`config.mk`:
```
export PLATFORM = sky130hd
export DESIGN_NAME = dot8_seq_ctrl_flat
export DESIGN_NICKNAME = d
export VERILOG_FILES = /design/src/rtl/dot8_seq_ctrl_if.sv /design/src/rtl/dot8_seq_ctrl.sv /design/src/flat_wrapper.sv
export SDC_FILE = /design/constraint.sdc
export NUM_CORES = 1
export LEC_CHECK = 0
export CAP_MARGIN = 30
export CORE_MARGIN = 4
export CORE_UTILIZATION = 36
export DETAILED_ROUTE_END_ITERATION = 7
export PLACE_DENSITY = 0.76
export SYNTH_ARGS = -nofsm -noshare
export SYNTH_HDL_FRONTEND = slang
export SYNTH_SLANG_ARGS = --single-unit
```
`constraint.sdc`:
```
create_clock -name clk -period 4.5 [get_ports clk]
set_clock_uncertainty 0.15 [all_clocks]
set_input_delay 0.675 -clock clk [delete_from_list [all_inputs] [get_ports clk]]
set_output_delay 0.675 -clock clk [all_outputs]
set_load 0.02 [all_outputs]
```
`src/rtl/dot8_seq_ctrl_if.sv`:
```
// Operand-memory, dot8 and job-control signals of one dot8 sequencer.
// Latency: n/a (wiring only).
// Backpressure: none; the memory and the dot8 pipeline accept one chunk per cycle.
//
// Ports (master = sequencer side):
//   start/base_addr/num_chunks -> job request;   busy/done/result <- job status
//   rd_en/rd_addr <- memory read;                rd_data0/rd_data1 -> chunk pair
//   dot_vec0/dot_vec1/dot_ivalid <- dot8 input;  dot_result/dot_ovalid -> dot8 output
interface dot8_seq_ctrl_if #(
   parameter int IWIDTH = 8,
   parameter int OWIDTH = 32,
   parameter int AWIDTH = 10,
   parameter int CWIDTH = 8
);
   logic                  start;
   logic [AWIDTH-1:0]     base_addr;
   logic [CWIDTH-1:0]     num_chunks;
   logic                  busy;
   logic                  done;
   logic [OWIDTH-1:0]     result;
   logic                  rd_en;
   logic [AWIDTH-1:0]     rd_addr;
   logic [8*IWIDTH-1:0]   rd_data0;
   logic [8*IWIDTH-1:0]   rd_data1;
   logic [8*IWIDTH-1:0]   dot_vec0;
   logic [8*IWIDTH-1:0]   dot_vec1;
   logic                  dot_ivalid;
   logic [OWIDTH-1:0]     dot_result;
   logic                  dot_ovalid;

   modport master (
      input  start, base_addr, num_chunks, rd_data0, rd_data1, dot_result, dot_ovalid,
      output busy, done, result, rd_en, rd_addr, dot_vec0, dot_vec1, dot_ivalid
   );

   modport slave (
      output start, base_addr, num_chunks, rd_data0, rd_data1, dot_result, dot_ovalid,
      input  busy, done, result, rd_en, rd_addr, dot_vec0, dot_vec1, dot_ivalid
   );
endinterface

```
`src/rtl/dot8_seq_ctrl.sv`:
```
// Sequences a long dot product of 8*num_chunks elements through one dot8 pipeline.
// Latency: start accepted in cycle 0 -> done in cycle N+7 (cycle 1 when N=0).
// Backpressure: none; one read per cycle, start ignored while busy or in the done cycle.
//
// Ports: clk, rst (synchronous, active-high); bus (dot8_seq_ctrl_if.master) carries
// the job request/status, the operand-memory read port and the dot8 in/out signals.
// Build option: define DOT8_SEQ_SAT_EN to saturate the accumulator instead of wrapping.
module dot8_seq_ctrl #(
   parameter int IWIDTH  = 8,
   parameter int OWIDTH  = 32,
   parameter int AWIDTH  = 10,
   parameter int CWIDTH  = 8,
   parameter int DOT_LAT = 5
) (
   input  logic              clk,
   input  logic              rst,
   dot8_seq_ctrl_if.master   bus
);

   typedef enum logic [1:0] {IDLE, ISSUE, DRAIN, DONE} state_t;

   state_t                   state, state_nxt;
   logic [AWIDTH-1:0]        base_q;
   logic [CWIDTH-1:0]        num_q;
   logic [CWIDTH-1:0]        issue_cnt;
   logic [CWIDTH-1:0]        rcv_cnt;
   logic signed [OWIDTH-1:0] acc, acc_sum, acc_nxt, result_q;
   logic                     ivalid_q;
   logic [DOT_LAT-1:0]       lat_q;
   logic                     rd_en, clr, load_res, acc_en;

`ifdef DOT8_SEQ_SAT_EN
   localparam logic signed [OWIDTH-1:0] ACC_MAX = {1'b0, {(OWIDTH-1){1'b1}}};
   localparam logic signed [OWIDTH-1:0] ACC_MIN = {1'b1, {(OWIDTH-1){1'b0}}};
   logic [OWIDTH:0] sum_wide;

   // One guard bit; the top two bits disagree exactly when the sum left the range.
   always_comb begin
      sum_wide = {acc[OWIDTH-1], acc} + {bus.dot_result[OWIDTH-1], bus.dot_result};
      acc_sum  = sum_wide[OWIDTH-1:0];
      if (sum_wide[OWIDTH] != sum_wide[OWIDTH-1])
         acc_sum = sum_wide[OWIDTH] ? ACC_MIN : ACC_MAX;
   end
`else
   always_comb begin
      acc_sum = acc + $signed(bus.dot_result);
   end
`endif

   always_comb begin
      state_nxt = state;
      rd_en     = 1'b0;
      clr       = 1'b0;
      load_res  = 1'b0;
      acc_en    = bus.dot_ovalid && (state == ISSUE || state == DRAIN);
      case (state)
         IDLE: begin
            if (bus.start) begin
               clr = 1'b1;
               if (bus.num_chunks != '0) begin
                  state_nxt = ISSUE;
               end else begin
                  state_nxt = DONE;
                  load_res  = 1'b1;
               end
            end
         end
         ISSUE: begin
            rd_en = 1'b1;
            if (issue_cnt == num_q - 1'b1)
               state_nxt = DRAIN;
         end
         DRAIN: begin
            // Count the arriving result too, so done lands the cycle after the last one.
            if (rcv_cnt + CWIDTH'(acc_en) == num_q) begin
               state_nxt = DONE;
               load_res  = 1'b1;
            end
         end
         DONE: state_nxt = IDLE;
         default: state_nxt = IDLE;
      endcase

      acc_nxt = acc;
      if (clr)
         acc_nxt = '0;
      else if (acc_en)
         acc_nxt = acc_sum;
   end

   always_ff @(posedge clk) begin
      if (rst) begin
         state     <= IDLE;
         base_q    <= '0;
         num_q     <= '0;
         issue_cnt <= '0;
         rcv_cnt   <= '0;
         acc       <= '0;
         result_q  <= '0;
         ivalid_q  <= 1'b0;
         lat_q     <= '0;
      end else begin
         state    <= state_nxt;
         acc      <= acc_nxt;
         ivalid_q <= rd_en;
         lat_q    <= (lat_q << 1) | DOT_LAT'(ivalid_q);
         if (load_res)
            result_q <= acc_nxt;
         if (clr) begin
            base_q    <= bus.base_addr;
            num_q     <= bus.num_chunks;
            issue_cnt <= '0;
            rcv_cnt   <= '0;
         end else begin
            if (rd_en)
               issue_cnt <= issue_cnt + 1'b1;
            if (acc_en)
               rcv_cnt <= rcv_cnt + 1'b1;
         end
         // The dot8 instance must return each chunk exactly DOT_LAT cycles after ivalid.
         assert (bus.dot_ovalid == lat_q[DOT_LAT-1]);
      end
   end

   assign bus.busy       = (state != IDLE);
   assign bus.done       = (state == DONE);
   assign bus.result     = result_q;
   assign bus.rd_en      = rd_en;
   // Address arithmetic wraps naturally at AWIDTH bits.
   assign bus.rd_addr    = rd_en ? base_q + AWIDTH'(issue_cnt) : '0;
   assign bus.dot_vec0   = bus.rd_data0;
   assign bus.dot_vec1   = bus.rd_data1;
   assign bus.dot_ivalid = ivalid_q;

endmodule

```
`src/flat_wrapper.sv`:
```
// flat-port wrapper written by rule: the top's interface ports become plain ports
module dot8_seq_ctrl_flat 
#(
   parameter int IWIDTH  = 8,
   parameter int OWIDTH  = 32,
   parameter int AWIDTH  = 10,
   parameter int CWIDTH  = 8,
   parameter int DOT_LAT = 5
)
  (clk, rst, bus_start, bus_base_addr, bus_num_chunks, bus_rd_data0, bus_rd_data1, bus_dot_result, bus_dot_ovalid, bus_busy, bus_done, bus_result, bus_rd_en, bus_rd_addr, bus_dot_vec0, bus_dot_vec1, bus_dot_ivalid);
  dot8_seq_ctrl_if #(.IWIDTH(IWIDTH), .OWIDTH(OWIDTH), .AWIDTH(AWIDTH), .CWIDTH(CWIDTH)) bus_i ();
  input  logic clk;
  input  logic rst;
  input wire logic [$bits(bus_i.start)-1:0] bus_start;
  input wire logic [$bits(bus_i.base_addr)-1:0] bus_base_addr;
  input wire logic [$bits(bus_i.num_chunks)-1:0] bus_num_chunks;
  input wire logic [$bits(bus_i.rd_data0)-1:0] bus_rd_data0;
  input wire logic [$bits(bus_i.rd_data1)-1:0] bus_rd_data1;
  input wire logic [$bits(bus_i.dot_result)-1:0] bus_dot_result;
  input wire logic [$bits(bus_i.dot_ovalid)-1:0] bus_dot_ovalid;
  output wire logic [$bits(bus_i.busy)-1:0] bus_busy;
  output wire logic [$bits(bus_i.done)-1:0] bus_done;
  output wire logic [$bits(bus_i.result)-1:0] bus_result;
  output wire logic [$bits(bus_i.rd_en)-1:0] bus_rd_en;
  output wire logic [$bits(bus_i.rd_addr)-1:0] bus_rd_addr;
  output wire logic [$bits(bus_i.dot_vec0)-1:0] bus_dot_vec0;
  output wire logic [$bits(bus_i.dot_vec1)-1:0] bus_dot_vec1;
  output wire logic [$bits(bus_i.dot_ivalid)-1:0] bus_dot_ivalid;
  assign bus_i.start = bus_start;
  assign bus_i.base_addr = bus_base_addr;
  assign bus_i.num_chunks = bus_num_chunks;
  assign bus_i.rd_data0 = bus_rd_data0;
  assign bus_i.rd_data1 = bus_rd_data1;
  assign bus_i.dot_result = bus_dot_result;
  assign bus_i.dot_ovalid = bus_dot_ovalid;
  assign bus_busy = bus_i.busy;
  assign bus_done = bus_i.done;
  assign bus_result = bus_i.result;
  assign bus_rd_en = bus_i.rd_en;
  assign bus_rd_addr = bus_i.rd_addr;
  assign bus_dot_vec0 = bus_i.dot_vec0;
  assign bus_dot_vec1 = bus_i.dot_vec1;
  assign bus_dot_ivalid = bus_i.dot_ivalid;
  dot8_seq_ctrl #(.IWIDTH(IWIDTH), .OWIDTH(OWIDTH), .AWIDTH(AWIDTH), .CWIDTH(CWIDTH), .DOT_LAT(DOT_LAT)) u_core (.clk(clk), .rst(rst), .bus(bus_i));
endmodule
```
Yosys cells after proc, flatten, opt, wreduce, memory -nomap -nowiden
Cells that the tools add are included.
- memories kept: 0
- ROM bits: 0
- latch bits: 0
- output and inout bits: 174
- bits in writable memories: 0
- register bits: 101
- shifts and indexed selects: 0
- add/subtract/negate cells: 6
- muxes and demuxes: 15
- $mul: 0
- $lt $le $gt $ge: 0
- div/mod/pow operators: 0
- reduce and logical (&&, ||, !) cells: 7
- equal/unequal tests: 8
- bitwise operators: 0
- operator list (kind ; count):
    $mux W32 ; 2
    $add A32 B32 Y32 ; 1
    $add A8 B1 Y8 const B ; 2
    $eq A8 B8 Y1 ; 2
    $add A10 B8 Y10 ; 1
    $mux W10 ; 1
    $add A8 B1 Y8 ; 1
    $mux W2 ; 4
    $pmux W2 S4 ; 1
    $reduce_bool A8 Y1 ; 1
    $sub A8 B1 Y8 const B ; 1
    $mux W1 ; 6
    $ne A2 B2 Y1 const B ; 3
    $eq A2 B2 Y1 const B ; 2
    $reduce_and A3 Y1 ; 1
    $eq A2 B1 Y1 const B ; 1
    $logic_not A2 Y1 ; 1
    $pmux W1 S2 ; 1
    $reduce_bool A2 Y1 ; 1
    $reduce_or A2 Y1 ; 1
    $logic_and A1 B1 Y1 ; 1
    $logic_or A1 B1 Y1 ; 1

Depth between registers and ports, before layout
- depth after elaboration: 7
- mapped depth: 18
- mapped depth without buffers: 16

Worst setup path after synthesis
Ideal clock, no wire load.
- path type: reg-to-reg
- start: register u_core.state[0]
- end: register u_core.result_q[31], in the netlist u_core.bus.result[31]
- arrival: 3.539 ns
- setup time: 0.067 ns
- path buffers: 2
- path slack: 0.744 ns
- stages on the path, launching flop included: 16
- cell sequence: dfxtp_1 -> inv_1 -> ha_1 -> nand2_1 -> inv_1 -> clkbuf_1 -> buf_2 -> ha_1 -> ha_1 -> a31oi_1 -> a2111oi_2 -> o311a_2 -> o2111ai_2 -> or4_1 -> mux2_2 -> o21ai_2
- cells in the longest elaborated chain, start to end: 7
- elaborated cells on any way between the ends: 12
- ends and longest elaborated chain (element ; RTL line ; text):
    start: declaration ; dot8_seq_ctrl.sv:22 ; state_t state, state_nxt;
    start signal: assignment ; dot8_seq_ctrl.sv:103 ; state <= state_nxt;
    $eq A2 B1 Y1 or $eq A2 B2 Y1 (tied branches) ; dot8_seq_ctrl.sv:55, dot8_seq_ctrl.sv:56 ;
    $logic_or A1 B1 Y1 ; dot8_seq_ctrl.sv:55 ; acc_en = bus.dot_ovalid && (state == ISSUE || state == DRAIN);
    $logic_and A1 B1 Y1 ; dot8_seq_ctrl.sv:55 ;
    $add A8 B1 Y8 ; dot8_seq_ctrl.sv:75 ; if (rcv_cnt + CWIDTH'(acc_en) == num_q) begin
    $eq A8 B8 Y1 ; dot8_seq_ctrl.sv:75 ;
    $mux W1 ; dot8_seq_ctrl.sv:75 ;
    $pmux W1 S2 ; dot8_seq_ctrl.sv:56 ; case (state)
    end signal: assignment ; dot8_seq_ctrl.sv:108 ; result_q <= acc_nxt;
    end: declaration ; dot8_seq_ctrl.sv:27 ; logic signed [OWIDTH-1:0] acc, acc_sum, acc_nxt, result_q;
Several ways; a longest one is shown, not always the timed one.
A chain may end at the register's enable or synchronous reset.

Worst setup path after layout
- start: register u_core.issue_cnt[1]
- end: output port bus_rd_addr[9]
- cells in the longest elaborated chain, start to end: 2
- ends and longest elaborated chain (element ; RTL line ; text):
    start: declaration ; dot8_seq_ctrl.sv:25 ; logic [CWIDTH-1:0] issue_cnt;
    start signal: assignment ; dot8_seq_ctrl.sv:116 ; issue_cnt <= issue_cnt + 1'b1;
    $add A10 B8 Y10 ; dot8_seq_ctrl.sv:130 ; assign bus.rd_addr = rd_en ? base_q + AWIDTH'(issue_cnt) : '0;
    $mux W10 ; dot8_seq_ctrl.sv:130 ;
    end: declaration ; flat_wrapper.sv:25 ; output wire logic [$bits(bus_i.rd_addr)-1:0] bus_rd_addr;
Every way passes these cells.

==> out/metrics.csv <==
metric;value;unit
synthesized area;7210;sq um
Fin. Hold Viols;0;
Final Critical Period;4.14;ns
TritonCTS Buffers;9;
PortBufs;99;
post-CTS setup repair buffer count;0;
Die W;150;microns
crit path from;u_core.issue_cnt[1];
routed vias;5761;
Critical R2R Capture;u_core.bus.result[16];
clk buf depth;2;
synth unique cells;69;
Async S/R FF share, synth;0;%
FF+latch area;2020;sq um
drt drc;0;
syn nets;1124;
Worst Hold Launch;u_core.bus.result[14];
Pre-Repair DR Iteration Count;5;
largest net degree at the start of global routing;42;
Avg Inst Size Synth;8.09;sq um
clock network power share;25.7;%
met1 wire length;7.52;mm
Slew Viols, Final;0;
Detail Placement HPWL;13.2;mm
die height;150;microns
gr ovfl total;0;
Non-Filler Instances;1115;
DRT iter0 DRCs;280;
required time at the worst-slack endpoint;3.67;ns
maximum fanout along the worst path;6;
synthesized flop and latch total;101;
met3 WL post-DR;1.22;mm
reg2reg setup slack;0.74;ns
DIE AREA;22400;sq um
layout cells sized above 1;6.71;%
CORE AREA;19600;sq um
# rows;51;
placed cell count;1098;
final-report setup violation count;0;
slew margin rel.;42.1;%
endpoint type of the worst setup path;output port;
crit path buf inv count;1;
area grow syn2layout;7.96;%
first-pass GRT wire length;28.5;mm
post-synth top area cell;dfxtp_1;
Post-synth EDFFs;0;
area share of the largest cell type after synthesis;28.0;%
Max stage delay on crit path;0.62;ns
Final period util;92.0;%
Reg clk slew, reported paths;0.07;ns
Starting Density;36.8;%
Int Pwr;1.98;mW
worst-margin pin slew;0.865;ns
switch share;38.5;%
crit path DAT;3.31;ns
part of the power in registers;33.1;%
Post-Route Setup TNS;0;ns
Leakage;3.10;nW
status;completed;
post-synthesis sequential area ratio;28.0;%
cts hold-fix bufs;0;
per-cell routed wire length;15.9;microns
synth cell count leaders;buf_4, dfxtp_1, nor2_1, nand2_1, a21oi_1;
TritonCTS clock tree;done;
RSZ-0062 raised after global routing;false;
fill cell count;1999;
CTS Root Cell;clkbuf_16;
Synth Instances;892;
fin nets;1076;
Clock Latency Late Sink;0.36;ns
multi-input logic area;4000;sq um
kind of critical path;reg2out;
Hold WC Path Type;reg2reg;
GRT Util Overall;15.8;%
crit-path cells;ha_1 > a21o_1 > a21oi_1 > o21bai_1 > a21oi_1 > nor2b_1 > o21a_1 > o21a_1 > o21ai_0 > xnor2_1 > and2_1 > clkdlybuf4s50_1;
metal2 WL;7.94;mm
clk sinks;101;
top sig layer;met4;
CTS HTree Levels;3;
Max Cap Viol;0;
IO Pins;356;
Hold Crit Endpoint;u_core.bus.result[14];
Synth Warn #;0;
DR vias/cell;5.17;
VDD IR max;186;uV
Hold Path Depth;2;
Sw Pwr;1.24;mW
PwrDens;414;nW/um^2
crit path max-delay cell type;clkdlybuf4s50_1;
initial antenna violation count;0;
PostCTS Resize Cnt;0;
R2R Path Start;u_core.state[0];
Largest delay share family, worst path;compound AO/OA/AOI/OAI gates;
Achievable Freq;0.242;GHz
vias in the first global route;5802;
Worst R2R Path Depth;15;
Placer Congestion;0.903;
Worst setup SP type;register;
Logic pwr share;41.2;%
Routed WL;17.7;mm
Synth area leaders;dfxtp_1, buf_4, ha_1, nor2_1, a21oi_1;
post-route ant nets;0;
most frequent cell after synthesis;buf_4;
Most used DFF post-synth;dfxtp_1;
==> power by group through the flow <==
stage,clock network (mW),logic (mW),registers (mW)
after floorplan,0,1.14,1.07
after detailed placement,0,1.32,1.09
after global routing,0.872,1.48,1.08
after global placement,0,1.30,1.08
after CTS,0.841,1.33,1.07
final,0.828,1.33,1.07
==> worst max path at each step <==
| stage | to | slack (ns) | depth (start not counted) |
|---|---|---|---|
| after floorplan | u_core.bus.result[31] | 0.74 | 15 |
| after global placement | u_core.bus.result[26] | 0.47 | 13 |
| after detailed placement | u_core.bus.result[26] | 0.44 | 13 |
| after CTS | bus_rd_addr[9] | 0.34 | 12 |
| after global routing | bus_rd_addr[9] | 0.11 | 12 |
| final | bus_rd_addr[9] | 0.36 | 12 |
==> area by class of cell <==
class | instances | area share (%)
inverter | 20 | 0.964
clock inverter | 6 | 0.900
multi-input combinational | 604 | 51.3
sequential | 101 | 26.0
clock buffer | 10 | 3.07
antenna | 1 | 0.0321
tap | 265 | 4.26
timing repair buffer | 108 | 13.5
==> metal layers <==
layer,up-vias,global-route usage [%]
met5,-,0
met4,0,10.8
met3,97,4.91
met2,154,24.8
met1,2675,18.6
li1,2835,-
==> flip-flops by register name (all words and copies together), names as in the netlist <==
name                   flops
u_core.base_q             10
u_core.num_q               8
u_core.state               2
u_core.acc                32
u_core.rcv_cnt             8
u_core.bus.result         32
u_core.bus.dot_ivalid      1
u_core.issue_cnt           8
==> tightest hold or removal path, stage by stage, from the launching register on <==
cell and delay [ns]:
dfxtp_1 0.32, nand2_1 0.05, o21ai_0 0.06
==> cell usage in the layout (no fill, tap or decap), drive strengths merged, types with 3 or more instances in the layout <==
master,synthesis,routed
dfxtp,101,101
clkdlybuf4s50,0,98
nor2,96,96
nand2,86,86
a21oi,77,77
ha,48,48
o21ai,38,38
xnor2,34,34
mux2i,27,27
xor2,26,26
a21o,23,23
inv,20,21
nand3,12,12
nand4,12,12
nor2b,11,11
nor3,11,11
and2,10,10
clkbuf,25,10
buf,142,10
a211oi,9,9
o21bai,8,8
or3,7,7
nand2b,6,6
or4,6,6
o21a,6,6
nor3b,5,5
and3,5,5
a31oi,5,5
o211ai,3,3
clkinvlp,0,3
a211o,3,3
==> per-stage QoR <==
step                hold slack (ns)  util (%)  setup WS, ns  cell area, sq um  power [mW]
floorplan                     0.290         -         0.744              7210        2.21
global placement              0.286      38.2         0.474              7480        2.38
detailed placement            0.296      38.2         0.441              7480        2.41
CTS                           0.311      39.7         0.338              7790        3.24
global route                  0.335      39.7         0.108              7790        3.43
finish                        0.309      39.8         0.361              7790        3.23
==> logic make-up after synthesis <==
kind of cell	count (synthesis)	share of synthesized area, %
AO/OA/AOI/OAI	193	17.8
XOR/XNOR	60	7.28
AND/OR/NAND/NOR	272	17.3
multiplexers	29	4.11
buffers and inverters	187	16.6
flip-flops	101	28.0
adder cells (fa/ha/maj)	50	8.88
Note: power is estimated with default switching activity, not from simulation.
